[config.mk]
export PLATFORM = sky130hd
export DESIGN_NAME = pfifo_pop_reader_flat
export DESIGN_NICKNAME = d
export VERILOG_FILES = /design/src/rtl/pfifo_pop_reader_if.sv /design/src/rtl/pfifo_pop_reader.sv /design/src/flat_wrapper.sv
export SDC_FILE = /design/constraint.sdc
export NUM_CORES = 1
export LEC_CHECK = 0
export CORE_AREA = 3 3 211 213
export DETAILED_ROUTE_END_ITERATION = 10
export DIE_AREA = 0 0 214 216
export MAX_ROUTING_LAYER = met4
export SYNTH_ARGS = -nofsm -noshare
export SYNTH_HDL_FRONTEND = slang
export SYNTH_SLANG_ARGS = --single-unit
[constraint.sdc]
create_clock -name i_core_clk -period 7.8 [get_ports i_core_clk]
set_clock_uncertainty 0.05 [all_clocks]
set_input_delay 1.56 -clock i_core_clk [delete_from_list [all_inputs] [get_ports i_core_clk]]
set_output_delay 1.56 -clock i_core_clk [all_outputs]
set_load 0.02 [all_outputs]
[src/rtl/pfifo_pop_reader_if.sv]
// Pop-side FIFO handshake plus downstream beat stream for pfifo_pop_reader.
// Signal names keep the reader's point of view (i_ = into the reader, o_ = out of it).
interface pfifo_pop_reader_if;
    logic         o_pop_permit;
    logic [4:0]   o_pop_amount;
    logic         i_pop_enable;
    logic [255:0] i_pop_data;
    logic [255:0] o_data;
    logic [4:0]   o_bytes;
    logic         o_valid;
    logic         o_last;
    logic         i_ready;

    modport master (
        output o_pop_permit, o_pop_amount, o_data, o_bytes, o_valid, o_last,
        input  i_pop_enable, i_pop_data, i_ready
    );

    modport slave (
        input  o_pop_permit, o_pop_amount, o_data, o_bytes, o_valid, o_last,
        output i_pop_enable, i_pop_data, i_ready
    );
endinterface

[src/rtl/pfifo_pop_reader.sv]
// Read-side master for the parallel byte FIFO: pops variable-size chunks for a
// byte-count command and re-presents each popped word as a registered valid/ready beat.
module pfifo_pop_reader (
    input  logic                      i_core_clk,
    input  logic                      i_rx_rstn,
    input  logic                      i_start,
    input  logic [15:0]               i_total_bytes,
    input  logic [4:0]                i_chunk_max,
    input  logic                      i_abort,
    pfifo_pop_reader_if.master        bus,
    output logic                      o_busy,
    output logic                      o_done
);

    typedef enum logic [1:0] {
        ST_IDLE,
        ST_RUN,
        ST_DRAIN,
        ST_DONE
    } state_t;

    state_t        r_state;
    state_t        w_stateNext;
    logic [15:0]   r_rem;
    logic [4:0]    r_cmax;
    logic [255:0]  r_data;
    logic [4:0]    r_bytes;
    logic          r_valid;
    logic          r_last;

    logic [15:0]   w_remM1;
    logic [15:0]   w_remNext;
    logic [4:0]    w_amt;
    logic          w_permit;
    logic          w_pop;
    logic          w_handshake;

    // A pop is only permitted when the output register is free or being drained this cycle.
    always_comb begin
        w_remM1     = r_rem - 16'd1;
        w_amt       = (w_remM1 > {11'd0, r_cmax}) ? r_cmax : w_remM1[4:0];
        w_remNext   = r_rem - {11'd0, w_amt} - 16'd1;
        w_permit    = (r_state == ST_RUN) && (r_rem != 16'd0) && (!r_valid || bus.i_ready);
        w_pop       = w_permit && bus.i_pop_enable;
        w_handshake = r_valid && bus.i_ready;
    end

    always_comb begin
        w_stateNext = r_state;
        if (i_abort) begin
            w_stateNext = ST_IDLE;
        end else begin
            case (r_state)
                ST_IDLE: begin
                    if (i_start) begin
                        w_stateNext = (i_total_bytes == 16'd0) ? ST_DONE : ST_RUN;
                    end
                end
                ST_RUN: begin
                    if (w_pop && (w_remNext == 16'd0)) begin
                        w_stateNext = ST_DRAIN;
                    end
                end
                ST_DRAIN: begin
                    if (w_handshake && r_last) begin
                        w_stateNext = ST_DONE;
                    end
                end
                ST_DONE: begin
                    w_stateNext = ST_IDLE;
                end
                default: begin
                    w_stateNext = ST_IDLE;
                end
            endcase
        end
    end

    always_ff @(posedge i_core_clk) begin
        if (!i_rx_rstn) begin
            r_state <= ST_IDLE;
        end else begin
            r_state <= w_stateNext;
        end
    end

    // Abort drops any pop landing in the same cycle; the FIFO has already released it.
    always_ff @(posedge i_core_clk) begin
        if (!i_rx_rstn) begin
            r_rem   <= 16'd0;
            r_cmax  <= 5'd0;
            r_data  <= 256'd0;
            r_bytes <= 5'd0;
            r_valid <= 1'b0;
            r_last  <= 1'b0;
        end else if (i_abort) begin
            r_rem   <= 16'd0;
            r_valid <= 1'b0;
            r_last  <= 1'b0;
        end else begin
            if (w_pop) begin
                r_data  <= bus.i_pop_data;
                r_bytes <= w_amt;
                r_valid <= 1'b1;
                r_last  <= (w_remNext == 16'd0);
                r_rem   <= w_remNext;
            end else if (w_handshake) begin
                r_valid <= 1'b0;
                r_last  <= 1'b0;
            end
            if ((r_state == ST_IDLE) && i_start) begin
                r_rem  <= i_total_bytes;
                r_cmax <= i_chunk_max;
            end
        end
    end

    assign bus.o_pop_permit = w_permit;
    assign bus.o_pop_amount = (r_state == ST_RUN) ? w_amt : 5'd0;
    assign bus.o_data       = r_data;
    assign bus.o_bytes      = r_bytes;
    assign bus.o_valid      = r_valid;
    assign bus.o_last       = r_last;
    assign o_busy           = (r_state == ST_RUN) || (r_state == ST_DRAIN);
    assign o_done           = (r_state == ST_DONE);

endmodule

[src/flat_wrapper.sv]
// flat-port wrapper written by rule: the top's interface ports become plain ports
module pfifo_pop_reader_flat 
  (i_core_clk, i_rx_rstn, i_start, i_total_bytes, i_chunk_max, i_abort, o_busy, o_done, bus_o_pop_permit, bus_o_pop_amount, bus_o_data, bus_o_bytes, bus_o_valid, bus_o_last, bus_i_pop_enable, bus_i_pop_data, bus_i_ready);
  pfifo_pop_reader_if bus_i ();
  input  logic i_core_clk;
  input  logic i_rx_rstn;
  input  logic i_start;
  input  logic [15:0] i_total_bytes;
  input  logic [4:0] i_chunk_max;
  input  logic i_abort;
  output logic o_busy;
  output logic o_done;
  output wire logic [$bits(bus_i.o_pop_permit)-1:0] bus_o_pop_permit;
  output wire logic [$bits(bus_i.o_pop_amount)-1:0] bus_o_pop_amount;
  output wire logic [$bits(bus_i.o_data)-1:0] bus_o_data;
  output wire logic [$bits(bus_i.o_bytes)-1:0] bus_o_bytes;
  output wire logic [$bits(bus_i.o_valid)-1:0] bus_o_valid;
  output wire logic [$bits(bus_i.o_last)-1:0] bus_o_last;
  input wire logic [$bits(bus_i.i_pop_enable)-1:0] bus_i_pop_enable;
  input wire logic [$bits(bus_i.i_pop_data)-1:0] bus_i_pop_data;
  input wire logic [$bits(bus_i.i_ready)-1:0] bus_i_ready;
  assign bus_o_pop_permit = bus_i.o_pop_permit;
  assign bus_o_pop_amount = bus_i.o_pop_amount;
  assign bus_o_data = bus_i.o_data;
  assign bus_o_bytes = bus_i.o_bytes;
  assign bus_o_valid = bus_i.o_valid;
  assign bus_o_last = bus_i.o_last;
  assign bus_i.i_pop_enable = bus_i_pop_enable;
  assign bus_i.i_pop_data = bus_i_pop_data;
  assign bus_i.i_ready = bus_i_ready;
  pfifo_pop_reader u_core (.i_core_clk(i_core_clk), .i_rx_rstn(i_rx_rstn), .i_start(i_start), .i_total_bytes(i_total_bytes), .i_chunk_max(i_chunk_max), .i_abort(i_abort), .bus(bus_i), .o_busy(o_busy), .o_done(o_done));
endmodule
==> results.toml, run 1 <==
[placed_design]
place.gp.congestion = 0.9013
port_buffers = 553
hpwl_mm = 30.91
post_dp_cell_area_sq_um = 16960

[setup_path]
start_kind = "flop"
required_ns = 6.19
worstSetupEndpointType = "primary output"
cp_slowest_stage_delay_ns = 0.61
crit_path_max_fanout = 5
path_class = "reg2out"
critPathArrivalTime_ns = 3.69
crit_path_top_delay_cell = "clkdlybuf4s50_1"
cp_num_buf_inv = 2
cp_top_family = "simple AND/OR/NAND/NOR gates"
crit_chain = "inv_1 -> ha_1 -> nor4b_2 -> nand4_2 -> xor2_1 -> and4_1 -> nand2_1 -> o21ai_1 -> and2_1 -> clkdlybuf4s50_1"

[yosys]
synthCells = 1398
synth_fa_ha_area_share_pct = 1.982
avgSynthCellArea_sq_um = 7.947
ys_ff_latch = 286
synthMuxAreaShare_pct = 0.5406
yosys_warnings = 0
yosysSeqAreaShare_pct = 51.54
synth_top_area_share_pct = 51.54
synth_area_leaders = "dfxtp_1, nand2_1, a21oi_1"
netlist_top_cells_count = "nand2_1, dfxtp_1, a21oi_1"
synth_area_sq_um = 11110
synth_xor_area_share_pct = 1.577
async_flop_share_pct = 0
synth.most_common_cell = "nand2_1"
ys.flop_type = "dfxtp_1"
synth_top_family_by_area = "simple AND/OR/NAND/NOR gates"
yosys.area_share.simple_pct = 23.19
synthDistinctLibCells = 62
mappedNetlistNets = 1698
synth_edf_count = 0
synth_compound_area_share_pct = 15.98
post-synth-top-area-cell = "dfxtp_1"

[final_layout]
drive_above_1_share_pct = 4.373
final_area_sq_um = 18160
final_nets = 2198
syn2layout_area_growth_pct = 63.49

[worst_hold_path]
hold_path.class = "reg2reg"

[clock_tree]
cts.sinks = 286
htree_levels = 2
ctsHoldBuffers = 0
clk_pin_slew_ns = 0.06
post_cts.repair.setup_buffers = 0
cts.repair.resized = 0
tritoncts = "done"
clock_latency_ns = 0.53
cts_root_buffer = "clkbuf_16"
numCtsBuffers = 35
cts_buffer_depth = 3

[drt]
vias = 11349
routed_wirelength_mm = 42.43
drc = 0
drt_iter0_markers = 635
viasPerCell = 4.523
drt_pass1_iterations = 5
ant_nets = 0
avgRoutedWirePerCell_um = 16.91

[floorplanning]
die_h_um = 216
dieArea_sq_um = 46220
num_rows = 76
io_pins = 554
initial_utilization_pct = 25.90
core_sq_um = 42890
die_w_um = 214

[timing]
period_share_pct = 67.99
rsz0062_at_grt = "no"
hold_viol = 0
setup_tns_ns = 0
worstMarginPinSlew_ns = 0.9342
slew_viol_final = 0
period_minus_slack_ns = 5.303
fmax_mhz = 188.6
setup_viol = 0
relSlewSlack_pct = 37.72

[global_routing]
grt_max_degree = 158
gr-usage-met1_pct = 21.33
busiest_layer = "met2"
met3_usage_pct = 4.323
grt_antenna_before_repair = 3
grt_overflow = 0
grt_use_met2_pct = 30.04
grt_pass1_wl_mm = 64.55
grt_usage_pct = 18.08
grt_pass1_vias = 11081

[status]
status = "complete, no violations"

[power_and_ir_drop]
leakage_nw = 6.096
power_mw = 3.668
ir_worst_vdd_mv = 0.1893
powerDensity_nw_per_um2 = 202.0

[job]
cap_violations = 0
path summary, 6_finish.rpt:
path | startpoint | endpoint | slack [ns] | depth (start not counted)
setup reg to reg | u_core.r_rem[1] | u_core.r_state[1] | 2.90 | 18
hold / removal | u_core.bus.o_data[10] | u_core.bus.o_data[10] | 0.40 | 2
hold reg to reg | u_core.bus.o_data[10] | u_core.bus.o_data[10] | 0.40 | 2
setup / recovery | u_core.r_rem[1] | bus_o_pop_amount[1] | 2.50 | 10
report_power, final:
| part | leakage, nW | internal, mW | switching [mW] |
|---|---|---|---|
| registers | 2.31 | 1.49 | 0.0260 |
| clock network | 0.594 | 1.04 | 0.636 |
| logic | 3.19 | 0.244 | 0.226 |
| total | 6.10 | 2.78 | 0.888 |
flip-flops by register name, indices dropped and copies added, names as in the netlist:
name and cells:
u_core.r_cmax 5, u_core.bus.o_data 256, u_core.r_rem 16, u_core.r_state 2, u_core.bus.o_last 1, u_core.bus.o_bytes 5
u_core.bus.o_valid 1
cell usage in the layout (no fill, tap or decap), types with 6 or more instances in the layout:
master | synthesis | routed
o21ai_0 | 7 | 7
ha_1 | 16 | 16
nand3_1 | 11 | 11
clkinv_2 | 0 | 6
a21oi_1 | 271 | 271
nand2_1 | 537 | 537
xor2_1 | 8 | 8
clkbuf_16 | 0 | 36
a211oi_1 | 13 | 13
dfxtp_1 | 286 | 286
mux2i_1 | 6 | 6
inv_1 | 15 | 14
nor3_1 | 10 | 10
clkbuf_8 | 3 | 7
xnor2_1 | 12 | 12
clkdlybuf4s50_1 | 0 | 553
nor2_1 | 36 | 36
metal layers:
layer	vias up	share of wire (%)
met5	-	0
met4	0	3.1
met3	71	6.6
met2	390	48
met1	5287	42
li1	5601	-
worst reg2reg max path, stage by stage (launching register included):
cell and delay (ns):
dfxtp_1 0.36, inv_1 0.13, ha_1 0.21, nor4b_2 0.45, nand4_2 0.26, xor2_1 0.24
and4_1 0.29, nand2_1 0.12, a21oi_1 0.28, ha_1 0.22, inv_1 0.06, fa_1 0.51
or4b_1 0.46, a211oi_1 0.26, o2111ai_1 0.16, nor4_2 0.21, a31o_1 0.23, a21oi_1 0.09
a211oi_2 0.20
layout make-up:
| cell class | count | area [sq um] |
|---|---|---|
| clock buffer | 47 | 1012 |
| inverter | 15 | 63.81 |
| sequential | 286 | 5725 |
| clock inverter | 13 | 183.9 |
| antenna | 3 | 7.507 |
| multi-input combinational | 1001 | 4820 |
| tap | 585 | 732.0 |
| fill | 4402 | 24720 |
| timing repair buffer | 559 | 5618 |
per-stage QoR:
step,std cells,hold slack [ns],worst slack (ns),util [%]
floorplan,1398,0.4296,3.560,-
global placement,2446,0.3893,3.130,39.54
detailed placement,2446,0.3947,2.977,39.54
CTS,2506,0.4034,2.454,42.33
global route,2509,0.4154,2.277,42.35
finish,2509,0.4007,2.497,42.35
logic make-up (layout without fill, tap and decap cells):
group | Yosys count | in the layout
simple gates | 635 | 635
compound gates | 323 | 323
flops | 286 | 286
buf+inv | 111 | 634
xor+xnor | 20 | 20
fa+ha+maj | 17 | 17
mux | 6 | 6
other cells | 0 | 3
Power figures use the tool's default switching activity.
==> run 2, diff against run 1 <==
- clock period: 7.8 -> 4.3 ns (I/O delays scaled with it)
==> results.toml, run 2 (same netlist as run 1, synthesis figures left out) <==
[placed_design]
hpwl_mm = 32.14
dp_worst_setup_slack_ns = -0.1867
port_buffers = 553
place.gp.congestion = 0.8868
dp_cells = 2486

[drt]
drt_pass1_iterations = 6
drt_iter0_markers = 685
ant_nets = 0
avgRoutedWirePerCell_um = 17.05
vias = 11453
drc = 0
routed_wirelength_mm = 43.58
viasPerCell = 4.481

[timing]
worstMarginPinSlew_ns = 0.9414
rsz0062_at_grt = "yes"
hold_viol = 0
fmax_mhz = 232.0
setup_tns_ns = -0.02168
timing.final.ws_setup_ns = -0.01097
slew_viol_final = 0
period_share_pct = 100.3
period_minus_slack_ns = 4.311
relSlewSlack_pct = 37.24
setup_viol = 2

[power_and_ir_drop]
leakage_nw = 6.364
p_int_mw = 5.062
comb_power_share_pct = 14.1
ir_worst_vdd_mv = 0.2512
p_sw_share_pct = 24.55
switching_power_mw = 1.647
p_seq_share_pct = 41.0
power_mw = 6.708
clockPowerShare_pct = 44.9
powerDensity_nw_per_um2 = 359.7

[final_layout]
nFillCells = 4253
final_common_cell = "clkdlybuf4s50_1"
final_cell_mix = "clkdlybuf4s50_1, nand2_1, dfxtp_1"
largest_reg_flops = 256
drive_above_1_share_pct = 7.422
finalNonFillerCells = 2556
syn2layout_area_growth_pct = 67.87
final_nets = 2243
fin_util_pct = 43.49

[status]
status = "finished, violations left"
violations = "setup timing"

[clock_tree]
cts_buffer_depth = 3
clk_pin_slew_ns = 0.06
clock_latency_ns = 0.54
htree_levels = 2
cts.sinks = 286
cts_root_buffer = "clkbuf_16"
numCtsBuffers = 35
ctsHoldBuffers = 0
tritoncts = "done"

[global_routing]
grt_usage_pct = 18.53
grt_antenna_before_repair = 4
grt_pass1_vias = 11367
grt_max_degree = 153
grt_overflow = 0
grt_pass1_wl_mm = 66.25

[floorplanning]
dieArea_sq_um = 46220
initial_utilization_pct = 25.90
num_rows = 76
die_h_um = 216
core_sq_um = 42890
io_pins = 554
die_w_um = 214

[setup_path]
required_ns = 4.63
path_class = "reg2reg"
worstSetupEndpointType = "flop"
start_kind = "flop"
critPathArrivalTime_ns = 4.64
crit_path_max_fanout = 3

[job]
cap_violations = 0

[worst_hold_path]
hold_path.class = "reg2reg"
-- run 2: final timing paths --
check	from	to	slack, ns	cells past startpoint
setup / recovery	u_core.r_rem[1]	u_core.r_state[1]	-0.01	20
hold / removal	u_core.bus.o_data[102]	u_core.bus.o_data[102]	0.40	2
setup reg to reg	u_core.r_rem[1]	u_core.r_state[1]	-0.01	20
hold reg to reg	u_core.bus.o_data[102]	u_core.bus.o_data[102]	0.40	2
-- run 2: worst max-delay path, stage by stage (launching register included) --
cell,delay [ns]
dfxtp_2,0.34
inv_2,0.08
ha_4,0.14
nand2_1,0.08
xnor2_2,0.15
ha_1,0.31
mux2i_1,0.19
a21o_1,0.13
and4_1,0.22
nand2_2,0.07
a21oi_2,0.16
ha_2,0.21
inv_2,0.04
fa_1,0.49
or4b_4,0.47
a211oi_2,0.19
o2111ai_2,0.13
nor4_2,0.24
a31o_1,0.24
and2_4,0.16
a211oi_2,0.06
-- run 2: power groups by stage --
stage	logic (mW)	registers (mW)	clock network [mW]
2_1_floorplan	0.356	2.85	0
3_3_place_gp	0.915	2.80	0
3_5_place_dp	0.924	2.81	0
4_1_cts	0.950	2.75	3.11
5_1_grt	1.03	2.76	3.20
6_report	0.949	2.75	3.01
-- run 2: cell type report --
cell class | count | area (sq um) | share of cell area, %
antenna | 4 | 10.01 | 0.05367
clock buffer | 53 | 1075 | 5.763
clock inverter | 8 | 113.9 | 0.6105
sequential | 286 | 5728 | 30.71
multi-input combinational | 1001 | 4893 | 26.24
tap | 585 | 732.0 | 3.925
timing repair buffer | 604 | 6033 | 32.35
inverter | 15 | 63.81 | 0.3422
-- run 2: timing repair --
item / 4_1_cts / 5_1_grt
pin swaps: 11 / 3
hold endpoints to repair: 0 / 0
setup endpoints to repair: 8 / 7
gates resized for setup: 19 / 5
setup buffers: 5 / 0
-- run 2: stage by stage --
step / area (sq um) / hold slack [ns]
after floorplan: 11110 / 0.4296
after global placement: 17330 / 0.3905
after detailed placement: 17330 / 0.3953
after CTS: 18620 / 0.4035
after global routing: 18650 / 0.4163
final: 18650 / 0.4009
-- run 2: layer usage --
metal	routed length [um]	global-route usage (%)	part of all wire [%]	vias up
li1	-	-	-	5691
met5	0	-	0	-
met3	2810	4.435	6.4	68
met1	18260	21.78	42	5285
met2	21260	31.03	49	409
met4	1243	6.609	2.9	0
